===== src/rtl/adder_arb_pkg.sv =====
// adder_arb_pkg: shared FSM state type and operand width for the adder arbiter
package adder_arb_pkg;
  localparam int OP_W = 4;
  typedef enum logic [1:0] {IDLE, ISSUE, WAIT, RESP} state_t;
endpackage


===== src/rtl/rr_arbiter.sv =====
// rr_arbiter: combinational round-robin grant, first requester at or after ptr
// ports: req (request vector), ptr (search start), grant (one-hot), idx (encoded), any (some request)
module rr_arbiter #(
  parameter int N = 4,
  localparam int W = $clog2(N)
) (
  input  logic [N-1:0] req,
  input  logic [W-1:0] ptr,
  output logic [N-1:0] grant,
  output logic [W-1:0] idx,
  output logic         any
);
  // scanning offsets downwards lets the nearest requester overwrite farther ones
  always_comb begin
    idx = '0;
    for (int k = N - 1; k >= 0; k--)
      if (req[(int'(ptr) + k) % N]) idx = W'((int'(ptr) + k) % N);
  end
  assign any = |req;
  assign grant = any ? N'(1) << idx : '0;
endmodule


===== src/rtl/adder_arb_ctrl.sv =====
// adder_arb_ctrl: round-robin sharing of one 1-cycle adder with start/done handshake and timeout
// ports: clk, reset (async active-low); req_valid/req_a/req_b/req_ready per requester;
//        add_start/add_a/add_b/add_done/add_result to the adder;
//        resp_valid/resp_ready/resp_id/resp_result/resp_err response; busy (not IDLE)
module adder_arb_ctrl import adder_arb_pkg::*; #(
  parameter int NUM_REQ = 4,
  parameter int TIMEOUT = 4,
  localparam int ID_W = $clog2(NUM_REQ)
) (
  input  logic                    clk,
  input  logic                    reset,
  input  logic [NUM_REQ-1:0]      req_valid,
  input  logic [NUM_REQ*OP_W-1:0] req_a,
  input  logic [NUM_REQ*OP_W-1:0] req_b,
  output logic [NUM_REQ-1:0]      req_ready,
  output logic                    add_start,
  output logic [OP_W-1:0]         add_a,
  output logic [OP_W-1:0]         add_b,
  input  logic                    add_done,
  input  logic [OP_W-1:0]         add_result,
  output logic                    resp_valid,
  input  logic                    resp_ready,
  output logic [ID_W-1:0]         resp_id,
  output logic [OP_W-1:0]         resp_result,
  output logic                    resp_err,
  output logic                    busy
);
  localparam int TW = $clog2(TIMEOUT);
  state_t state, state_d;
  logic [ID_W-1:0] rr_ptr, g_idx;
  logic [NUM_REQ-1:0] grant;
  logic any;
  logic [TW-1:0] timer;
  logic [OP_W-1:0] op_a, op_b;
  logic expired;
  rr_arbiter #(.N(NUM_REQ)) u_arb (
    .req(req_valid),
    .ptr(rr_ptr),
    .grant(grant),
    .idx(g_idx),
    .any(any)
  );
  assign expired = timer == TW'(TIMEOUT - 1);
  always_comb begin
    state_d = state;
    case (state)
      IDLE:    state_d = any ? ISSUE : IDLE;
      ISSUE:   state_d = WAIT;
      WAIT:    state_d = (add_done || expired) ? RESP : WAIT;
      default: state_d = resp_ready ? IDLE : RESP;
    endcase
  end
  always_ff @(posedge clk or negedge reset) begin
    if (!reset) begin
      state <= IDLE;
      rr_ptr <= '0;
      timer <= '0;
      op_a <= '0;
      op_b <= '0;
      resp_id <= '0;
      resp_result <= '0;
      resp_err <= 1'b0;
    end else begin
      state <= state_d;
      timer <= (state == WAIT) ? timer + 1'b1 : '0;
      if (state == IDLE && any) begin
        op_a <= req_a[OP_W*g_idx +: OP_W];
        op_b <= req_b[OP_W*g_idx +: OP_W];
        resp_id <= g_idx;
        rr_ptr <= ID_W'((int'(g_idx) + 1) % NUM_REQ);
      end
      if (state == WAIT && (add_done || expired)) begin
        resp_result <= add_done ? add_result : '0;
        resp_err <= !add_done;
      end
    end
  end
  // gated by reset so no grant is visible while reset is held
  assign req_ready = (reset && state == IDLE) ? grant : '0;
  assign add_start = state == ISSUE;
  assign add_a = op_a;
  assign add_b = op_b;
  assign resp_valid = state == RESP;
  assign busy = state != IDLE;
endmodule


===== config.mk =====
export PLATFORM = sky130hd
export DESIGN_NAME = adder_arb_ctrl
export DESIGN_NICKNAME = d
export VERILOG_FILES = /design/src/rtl/adder_arb_pkg.sv /design/src/rtl/rr_arbiter.sv /design/src/rtl/adder_arb_ctrl.sv
export SDC_FILE = /design/constraint.sdc
export NUM_CORES = 1
export LEC_CHECK = 0
export CAP_MARGIN = 10
export CORE_MARGIN = 4
export CORE_UTILIZATION = 36
export DETAILED_ROUTE_END_ITERATION = 12
export MAX_ROUTING_LAYER = met4
export PLACE_DENSITY = 0.83
export SYNTH_ARGS = -nofsm -noshare
export SYNTH_HDL_FRONTEND = slang
export SYNTH_HIERARCHICAL = 1
export SYNTH_SLANG_ARGS = --single-unit

===== constraint.sdc =====
create_clock -name clk -period 1.85 [get_ports clk]
set_input_delay 0.37 -clock clk [delete_from_list [all_inputs] [get_ports clk]]
set_output_delay 0.37 -clock clk [all_outputs]
set_load 0.005 [all_outputs]

# Word-level counts from Yosys, hierarchy flattened
# Index checks and enable logic that the tools add are counted.
dict set report totals {
  ff_bits 21
  in_bits 44
}
dict set report classes {
  addsub 5
  n_reduce_logical 11
  shift 3
  muxes 23
  n_eq_ne 4
  n_lt_le_gt_ge 4
  n_bitwise 3
}
# operator count
set op_table {}
lappend op_table {{$shiftx 16x5->4} 2}
lappend op_table {{$lt 3x4->1 const B} 3}
lappend op_table {{$mux 2} 6}
lappend op_table {{$mux 4} 3}
lappend op_table {{$mux 1} 9}
lappend op_table {{$bmux 1 s2} 4}
lappend op_table {{$add 2x1->2 const B} 3}
lappend op_table {{$eq 2x2->1 const B} 3}
lappend op_table {{$pmux 2 s3} 1}
lappend op_table {{$reduce_or 2->1} 3}
lappend op_table {{$add 2x2->2 const B} 2}
lappend op_table {{$reduce_or 4->1} 1}
lappend op_table {{$shl 1x2->4 const A} 1}
lappend op_table {{$and 1x1->1 const A} 3}
lappend op_table {{$logic_and 1x1->1} 3}
lappend op_table {{$lt 2x3->1 const B} 1}
lappend op_table {{$eq 2x1->1 const B} 1}
lappend op_table {{$logic_not 2->1} 1}
lappend op_table {{$reduce_bool 2->1} 1}
lappend op_table {{$logic_not 1->1} 1}
lappend op_table {{$logic_or 1x1->1} 1}

# Longest topological paths before layout
# Gate-level depths: netlist (run 1).
dict set report depth {
  word_depth 13
  depth_mapped 7
  depth_no_buf 5
}

# Modules after synthesis
# Netlist (run 1), hierarchy kept.
# module cells_per_inst n_inst area_per_inst_um2 seq_area_each_um2
set modules_own_cells {}
lappend modules_own_cells {adder_arb_ctrl 73 1 1072.3 525.5}
lappend modules_own_cells {rr_arbiter 33 1 211.5 0.0}

# Worst setup path before layout (run 1)
# OpenSTA, ideal clock, no wires.
dict set report synth_path {
  kind {register to register}
  startpoint {register rr_ptr[1]}
  endpoint {register op_a[0] (netlist: add_a[0])}
  arrival_time_ns 1.898
  setup_slack_ns -0.173
  n_path_buf 2
  stages_incl_launch_ff 8
  path_cell_list {dfrtp_1 buf_6 mux2i_1 o22ai_1 a31oi_1 buf_6 mux4_2 mux2_2}
}
dict set report synth_via {
  elab_chain_len 9
  word_cells_on_any_way 19
  classes_between {add/sub (3); shift (1); mux (15)}
}
# element line_no
set synth_rtl {}
lappend synth_rtl {{from (decl)} adder_arb_ctrl.sv:30} ;# logic [ID_W-1:0] rr_ptr, g_idx;
lappend synth_rtl {{from (signal assigned)} adder_arb_ctrl.sv:70} ;# rr_ptr <= ID_W'((int'(g_idx) + 1) % NUM_REQ);
lappend synth_rtl {{$add 2x2->2} rr_arbiter.sv:17} ;# if (req[(int'(ptr) + k) % N]) idx = W'((int'(ptr) + k) % N);
lappend synth_rtl {{$bmux 1 s2} rr_arbiter.sv:17}
lappend synth_rtl {{$mux 1 (implied by the code) (2 in series)} rr_arbiter.sv:17}
lappend synth_rtl {{$mux 2 (3 in series)} rr_arbiter.sv:17}
lappend synth_rtl {{$mux 2 (*)} rr_arbiter.sv:17}
lappend synth_rtl {{named net g_idx[0]} adder_arb_ctrl.sv:30}
lappend synth_rtl {{$shiftx 16x5->4 (*)} adder_arb_ctrl.sv:67} ;# op_a <= req_a[OP_W*g_idx +: OP_W];
lappend synth_rtl {{to (signal assigned)} adder_arb_ctrl.sv:67}
lappend synth_rtl {{to (decl)} adder_arb_ctrl.sv:34} ;# logic [OP_W-1:0] op_a, op_b;
# The timed path passes the listed nets; every way through them passes the cells marked *. The select of a mux whose other input is x is not followed.
# A chain may end at the register's enable or synchronous reset.

# Final worst setup path (run 1)
dict set report layout_path {
  startpoint {register rr_ptr[1]}
  endpoint {register op_b[3] (netlist: add_b[3])}
}
dict set report layout_via {
  elab_chain_len 9
  word_cells_on_any_way 19
  classes_between {add/sub (3); shift (1); mux (15)}
}
# element line_no
set layout_rtl {}
lappend layout_rtl {{$add 2x2->2} rr_arbiter.sv:17}
lappend layout_rtl {{$bmux 1 s2} rr_arbiter.sv:17}
lappend layout_rtl {{$mux 1 (implied by the code) (2 in series)} rr_arbiter.sv:17}
lappend layout_rtl {{$mux 2 (3 in series)} rr_arbiter.sv:17}
lappend layout_rtl {{$mux 2 (*)} rr_arbiter.sv:17}
lappend layout_rtl {{named net g_idx[0]} adder_arb_ctrl.sv:30}
lappend layout_rtl {{$shiftx 16x5->4 (*)} adder_arb_ctrl.sv:68} ;# op_b <= req_b[OP_W*g_idx +: OP_W];
lappend layout_rtl {{to (signal assigned)} adder_arb_ctrl.sv:68}
lappend layout_rtl {{to (decl)} adder_arb_ctrl.sv:34}
# Marked as above.

==> results of run 1 <==
-- cell families after synthesis --
| logic type | Yosys count |
|---|---|
| AO/OA/AOI/OAI | 27 |
| XOR/XNOR | 1 |
| adder cells (fa/ha/maj) | 5 |
| buffers and inverters | 16 |
| flip-flops | 21 |
| multiplexers | 21 |
| AND/OR/NAND/NOR | 15 |
-- final cells by class --
type	instances	area share
timing repair buffer	86	0.3714
multi-input combinational	69	0.3343
sequential	21	0.2406
tap	46	0.02629
inverter	8	0.01486
clock buffer	3	0.01029
clock inverter	1	0.002286
-- routing by layer --
layer | GRT usage | vias up | wire (µm)
met5 | - | - | 0
met4 | 0.07848 | 0 | 82
met3 | 0.02829 | 9 | 259
met2 | 0.3062 | 65 | 1919
met1 | 0.1998 | 575 | 1458
li1 | - | 557 | -
-- through the flow --
| stage | util | hold WS, ns | setup slack, ns | area [µm²] | setup TNS (ns) |
|---|---|---|---|---|---|
| floorplan | - | 0.07441 | -0.1730 | 1284 | -1.264 |
| global placement | 0.6017 | 0.4204 | -0.5943 | 2039 | -7.291 |
| detailed placement | 0.6017 | 0.4281 | -0.6854 | 2039 | -8.137 |
| CTS | 0.6438 | 0.4407 | -0.3035 | 2182 | -2.598 |
| global route | 0.6460 | 0.4740 | -0.3332 | 2190 | -2.943 |
| finish | 0.6460 | 0.4453 | -0.2586 | 2190 | -2.199 |
-- final timing paths --
check,endpoint,cells past startpoint,startpoint,slack (ns)
worst max-delay path,add_b[3],7,rr_ptr[1],-0.26
worst min-delay path,timer[0],1,timer[0],0.45
worst max register to register,add_b[3],7,rr_ptr[1],-0.26
worst min register to register,timer[0],1,timer[0],0.45
max in group asynchronous,add_b[1],2,reset,1.09
min in group asynchronous,rr_ptr[1],2,reset,0.47
-- power groups by stage --
stage          sequential, mW  combinational [mW]  clock [mW]
2_1_floorplan           0.830               0.850           0
3_3_place_gp            0.838                1.51           0
3_5_place_dp            0.857                1.57           0
4_1_cts                 0.843                1.82       0.217
5_1_grt                 0.884                1.98       0.239
6_report                0.854                1.82       0.220
-- state kept, by name, summed over array words and instances (netlist names) --
register     count
add_a            4
add_b            4
resp_result      4
resp_id          2
rr_ptr           2
state            2
timer            2
resp_err         1
-- repair_timing --
action                     in CTS  in global routing
pin swaps                       5                  4
setup endpoints to repair      15                 15
gates cloned                    1                  0
buffers inserted                9                  2
resized for setup              45                 10
-- synth_stat cells, drive strengths merged --
cell type / n
o2bb2ai: 1
o221a: 2
a32o: 4
a22oi: 1
o2bb2a: 1
mux4: 8
clkbuf: 1
o21ai: 5
a21oi: 8
a21boi: 2
and2: 2
nor2: 5
and3: 4
nand2: 2
a31oi: 1
o22ai: 1
ha: 5
mux2: 11
xor2: 1
nor2b: 2
mux2i: 2
inv: 8
a22o: 1
buf: 7
dfrtp: 21
-- critical path: stages (launching register included) --
cell and delay (ns):
dfrtp_2 0.43, buf_6 0.13, mux2i_1 0.17, o22ai_1 0.12
a31oi_2 0.19, buf_6 0.17, mux4_2 0.50, mux2_2 0.28
==> run summary, run 1 <==
Status = complete, but fails checks
Violated checks = setup timing
Tcrit/Tclk final = 1.140
Multi-input combinational cell area = 732.0 µm²
Via Count = 1206
Setup crit end kind = register
Post-synthesis compound-gate area fraction = 0.1481
Clock Tree Root = clkbuf_4
Initial antenna violation count = 0
TritonCTS clock tree = done
Die W = 67.72 µm
Fmax = 474.2 MHz
Synthesized-area fraction occupied by adder cells = 0.04873
Congestion Overflow GR = 0
Sw Ratio = 0.3400
RSZ-0062 raised after global routing = true
Remaining antenna violation count = 0
Max Buffers Root-to-Sink = 2
Combinational share of power = 0.629
Row Count = 21
Hold Buf Count CTS = 0
Synth Cell Area = 1284 µm²
Reg power frac = 0.295
Placed insts = 222
Final Setup Violations = 10
Detailed Route Iter0 Violations = 58
Crit-path max FO = 5
GR Util All Layers = 0.1769
Clk_lat worst skew = 0.30 ns
Slew HR = 0.6058
Clock-pin slew on the worst setup and hold paths = 0.11 ns
Most frequent cells in the layout = 55 x clkdlybuf4s50_1, 20 x dfrtp_1, 16 x buf_4, 10 x mux2_2
Number of clock sinks = 21
Crit path DAT = 2.30 ns
Yosys cell types = 30
Leading area contributor after synthesis = dfrtp_1
Post-synthesis mux area share = 0.2554
Fin nets = 238
Register area share after synthesis = 0.4094
CORE AREA = 3390 µm²
Vias in the first global route = 1360
GPL Wtd Cong = 0.7167
Largest net degree at the start of global routing = 20
First-pass GRT wire length = 5940 µm
Maximum vdd drop = 0.6858 mV
CTS HTree Levels = 1
Synthesis-stage register bit count = 21
TritonCTS Buffers = 3
Commonest non-fill, non-tap cell in the layout = clkdlybuf4s50_1
Max-cap violations = 0
Initial DRT Pass Iterations = 4
Fill cell count = 251
LEAKAGE = 0.9603 nW
Total power = 2.894 mW
Input/output buffers = 65
Synthesized instance count = 106
Ratio of cells with drive above 1 in the final layout = 0.3457
Final wirelength = 3719 µm
FF/Latch Area = 526.8 µm²
Num ports = 66
Syn Nets = 155
Avg Inst Size Synth = 12.11 µm²
Hold Vio Cnt, Final = 0
Post-route insts no fill = 234
P_sw = 984.0 µW
Crit Path Category = reg -> reg
Startpoint Class = register
Largest family of logic cells by synthesized area = multiplexers
Data required, critical path = 2.04 ns
Post-DP HPWL = 2859 µm
Xor and xnor area share after synthesis = 0.006823
Final Skew = 0.009081 ns
Synthesis Warnings = 6
Least-Margin Pin Slew = 0.5851 ns
Power per cell area = 1322 nW/µm²
Min-Delay Path Class = reg -> reg
Final Critical Period = 2.109 ns
Final worst slack = -0.2586 ns
Initial Util = 0.3787
Clock power frac = 0.076
Final Slew Violations = 0
DR vias/cell = 5.154
Drc violations = 0
Post-synth top area share = 0.4094
Routed wire per std cell = 15.89 µm
Die Ht = 67.72 µm
Dominant cells by area after synthesis = dfrtp_1 41%, mux4_2 12%, mux2_2 9.6%
Simple-gate share of the synthesized area = 0.05945
Int Power = 1.910 mW
Antenna Cells = 0
Area Growth Syn to Fin = 70.57%
Die area = 4585 µm²
(Power assumes the default switching activity.)
==> inputs of run 2 (changes only) <==
--- a/config.mk
+++ b/config.mk
@@ -9,8 +9,11 @@
 export CORE_MARGIN = 4
 export CORE_UTILIZATION = 36
 export DETAILED_ROUTE_END_ITERATION = 12
+export GPL_TIMING_DRIVEN = 0
+export HOLD_SLACK_MARGIN = 0.06
 export MAX_ROUTING_LAYER = met4
 export PLACE_DENSITY = 0.83
+export RECOVER_POWER = 50
 export SYNTH_ARGS = -nofsm -noshare
 export SYNTH_HDL_FRONTEND = slang
 export SYNTH_HIERARCHICAL = 1
==> run summary, run 2 (same netlist as run 1, synthesis figures left out) <==
Critical Path Source = rr_ptr[1] (unchanged)
Initial antenna violation count = 0 (unchanged)
Input/output buffers = 62 (was 65)
Final Critical Period = 2.133 ns (was 2.109 ns)
Clock-pin slew on the worst setup and hold paths = 0.13 ns (was 0.11 ns)
Slew HR = 0.6063 (was 0.6058)
Detailed Route Iter0 Violations = 39 (was 58)
Worst reg2reg path endpoint = add_a[1] (was add_b[3])
Largest net degree at the start of global routing = 26 (was 20)
Hold Buf Count CTS = 0 (unchanged)
Initial DRT Pass Iterations = 4 (unchanged)
Crit Path Category = reg -> reg (unchanged)
LEAKAGE = 0.9602 nW (was 0.9603 nW)
Vias in the first global route = 1368 (was 1360)
Maximum vdd drop = 0.7377 mV (was 0.6858 mV)
Fin util = 0.6475 (was 0.6460)
Die Ht = 67.72 µm (unchanged)
Hold Vio Cnt, Final = 0 (unchanged)
Final wirelength = 3758 µm (was 3719 µm)
Initial Util = 0.3787 (unchanged)
Clk_lat worst skew = 0.32 ns (was 0.30 ns)
Remaining antenna violation count = 0 (unchanged)
Power per cell area = 1369 nW/µm² (was 1322 nW/µm²)
RSZ-0062 raised after global routing = true (unchanged)
Drc violations = 0 (unchanged)
FF-to-FF setup slack = -0.28 ns (was -0.26 ns)
Area Growth Syn to Fin = 70.95% (was 70.57%)
Fmax = 468.9 MHz (was 474.2 MHz)
CORE AREA = 3390 µm² (unchanged)
Setup TNS Final = -2.817 ns (was -2.199 ns)
GR Util All Layers = 0.1819 (was 0.1769)
Data required, critical path = 2.05 ns (was 2.04 ns)
Final Slew Violations = 0 (unchanged)
Fin nets = 238 (unchanged)
CTS HTree Levels = 1 (unchanged)
Routed wire per std cell = 16.06 µm (was 15.89 µm)
Ratio of cells with drive above 1 in the final layout = 0.3511 (was 0.3457)
Tcrit/Tclk final = 1.153 (was 1.140)
Min-Delay Path Class = in -> async (was reg -> reg)
DR vias/cell = 5.115 (was 5.154)
Startpoint Class = register (unchanged)
Crit path DAT = 2.33 ns (was 2.30 ns)
Violated checks = setup timing (unchanged)
Number of clock sinks = 21 (unchanged)
R2R cell count = 7 (unchanged)
Least-Margin Pin Slew = 0.5905 ns (was 0.5851 ns)
Post-place setup slack = -0.9162 ns (was -0.6854 ns)
Placed cell areas = 1962 µm² (was 2039 µm²)
Crit-path max FO = 5 (unchanged)
Final Setup Violations = 13 (was 10)
Clock Tree Root = clkbuf_4 (unchanged)
First-pass GRT wire length = 5954 µm (was 5940 µm)
Die area = 4585 µm² (unchanged)
Final Skew = 0.01756 ns (was 0.009081 ns)
TritonCTS clock tree = done (unchanged)
Congestion Overflow GR = 0 (unchanged)
GPL Wtd Cong = 0.7622 (was 0.7167)
Most frequent cells in the layout = 53 x clkdlybuf4s50_1, 20 x dfrtp_1, 12 x buf_4, 10 x mux2_2, 9 x buf_6 (was 55 x clkdlybuf4s50_1, 20 x dfrtp_1, 16 x buf_4, 10 x mux2_2)
Max Buffers Root-to-Sink = 2 (unchanged)
Status = complete, but fails checks (unchanged)
Via Count = 1197 (was 1206)
Reg-to-Reg Start = rr_ptr[1] (unchanged)
TritonCTS Buffers = 3 (unchanged)
Die W = 67.72 µm (unchanged)
Post-DP HPWL = 2665 µm (was 2859 µm)
Finished Cell Area = 2195 µm² (was 2190 µm²)
Final worst slack = -0.2828 ns (was -0.2586 ns)
Commonest non-fill, non-tap cell in the layout = clkdlybuf4s50_1 (unchanged)
Setup crit end kind = register (unchanged)
Worst hold margin = 0.1216 ns (was 0.4453 ns)
Row Count = 21 (unchanged)
Max-cap violations = 0 (unchanged)
Antenna Cells = 0 (unchanged)
Num ports = 66 (unchanged)
Worst Setup EP = add_a[1] (was add_b[3])
## run 2: cell count changes in the layout (fill, tap and decap cells not counted), moves of 2 or more
cell	before	now
nor2_1	3	5
inv_1	5	7
a21oi_2	0	2
clkdlybuf4s50_1	55	53
buf_4	16	12
buf_6	4	9
inv_2	2	0
a21oi_1	8	6
## run 2: cell type report
type | instances | area [µm²]
fillers | 264 | 1195
repair buffers | 78 | 745.7
multi-input cells | 69 | 739.5
flip-flops and latches | 21 | 526.8
plain buffers | 8 | 62.56
well taps | 46 | 57.56
inverters | 8 | 35.03
clock buffers | 3 | 22.52
clock inverters | 1 | 5.005
## run 2: timing repair
item                       CTS  global route
cloned                       2             0
setup buffers               15             0
setup endpoints to repair   15            19
resized for setup           44             9
pin swaps                    6             3
## run 2: stage by stage
stage / power, mW / instances
global route: 3.235 / 234
finish: 3.004 / 234
floorplan: 1.680 / 106
detailed placement: 2.368 / 214
CTS: 2.956 / 234
global placement: 2.294 / 214
## run 2: power by group
part,switching (mW),internal (mW),leakage [nW]
clock,0.148,0.0809,0.0177
combinational,0.733,1.21,0.689
sequential,0.140,0.690,0.254
## run 2: worst min path at each step
stage | endpoint | depth (start not counted) | start
final | resp_result[2] | 1 | reset
after global routing | resp_result[2] | 1 | reset
after CTS | resp_err | 1 | reset
after detailed placement | timer[0] | 1 | timer[0]
after global placement | timer[0] | 1 | timer[0]
after floorplan | add_a[0] | 0 | reset
## run 2: critical path: stages (launching register included)
cell,delay [ns]
dfrtp_1,0.41
buf_6,0.13
mux2i_2,0.22
o22ai_2,0.12
a31oi_4,0.22
buf_6,0.17
mux4_2,0.50
mux2_2,0.27
## run 2: layer usage
layer  global-route usage  share of wire  wire length, µm
met3              0.05324          0.081              305
met2               0.3244           0.54             2037
met4              0.06582          0.019               72
met5                    -              0                0
met1               0.1880           0.36             1342
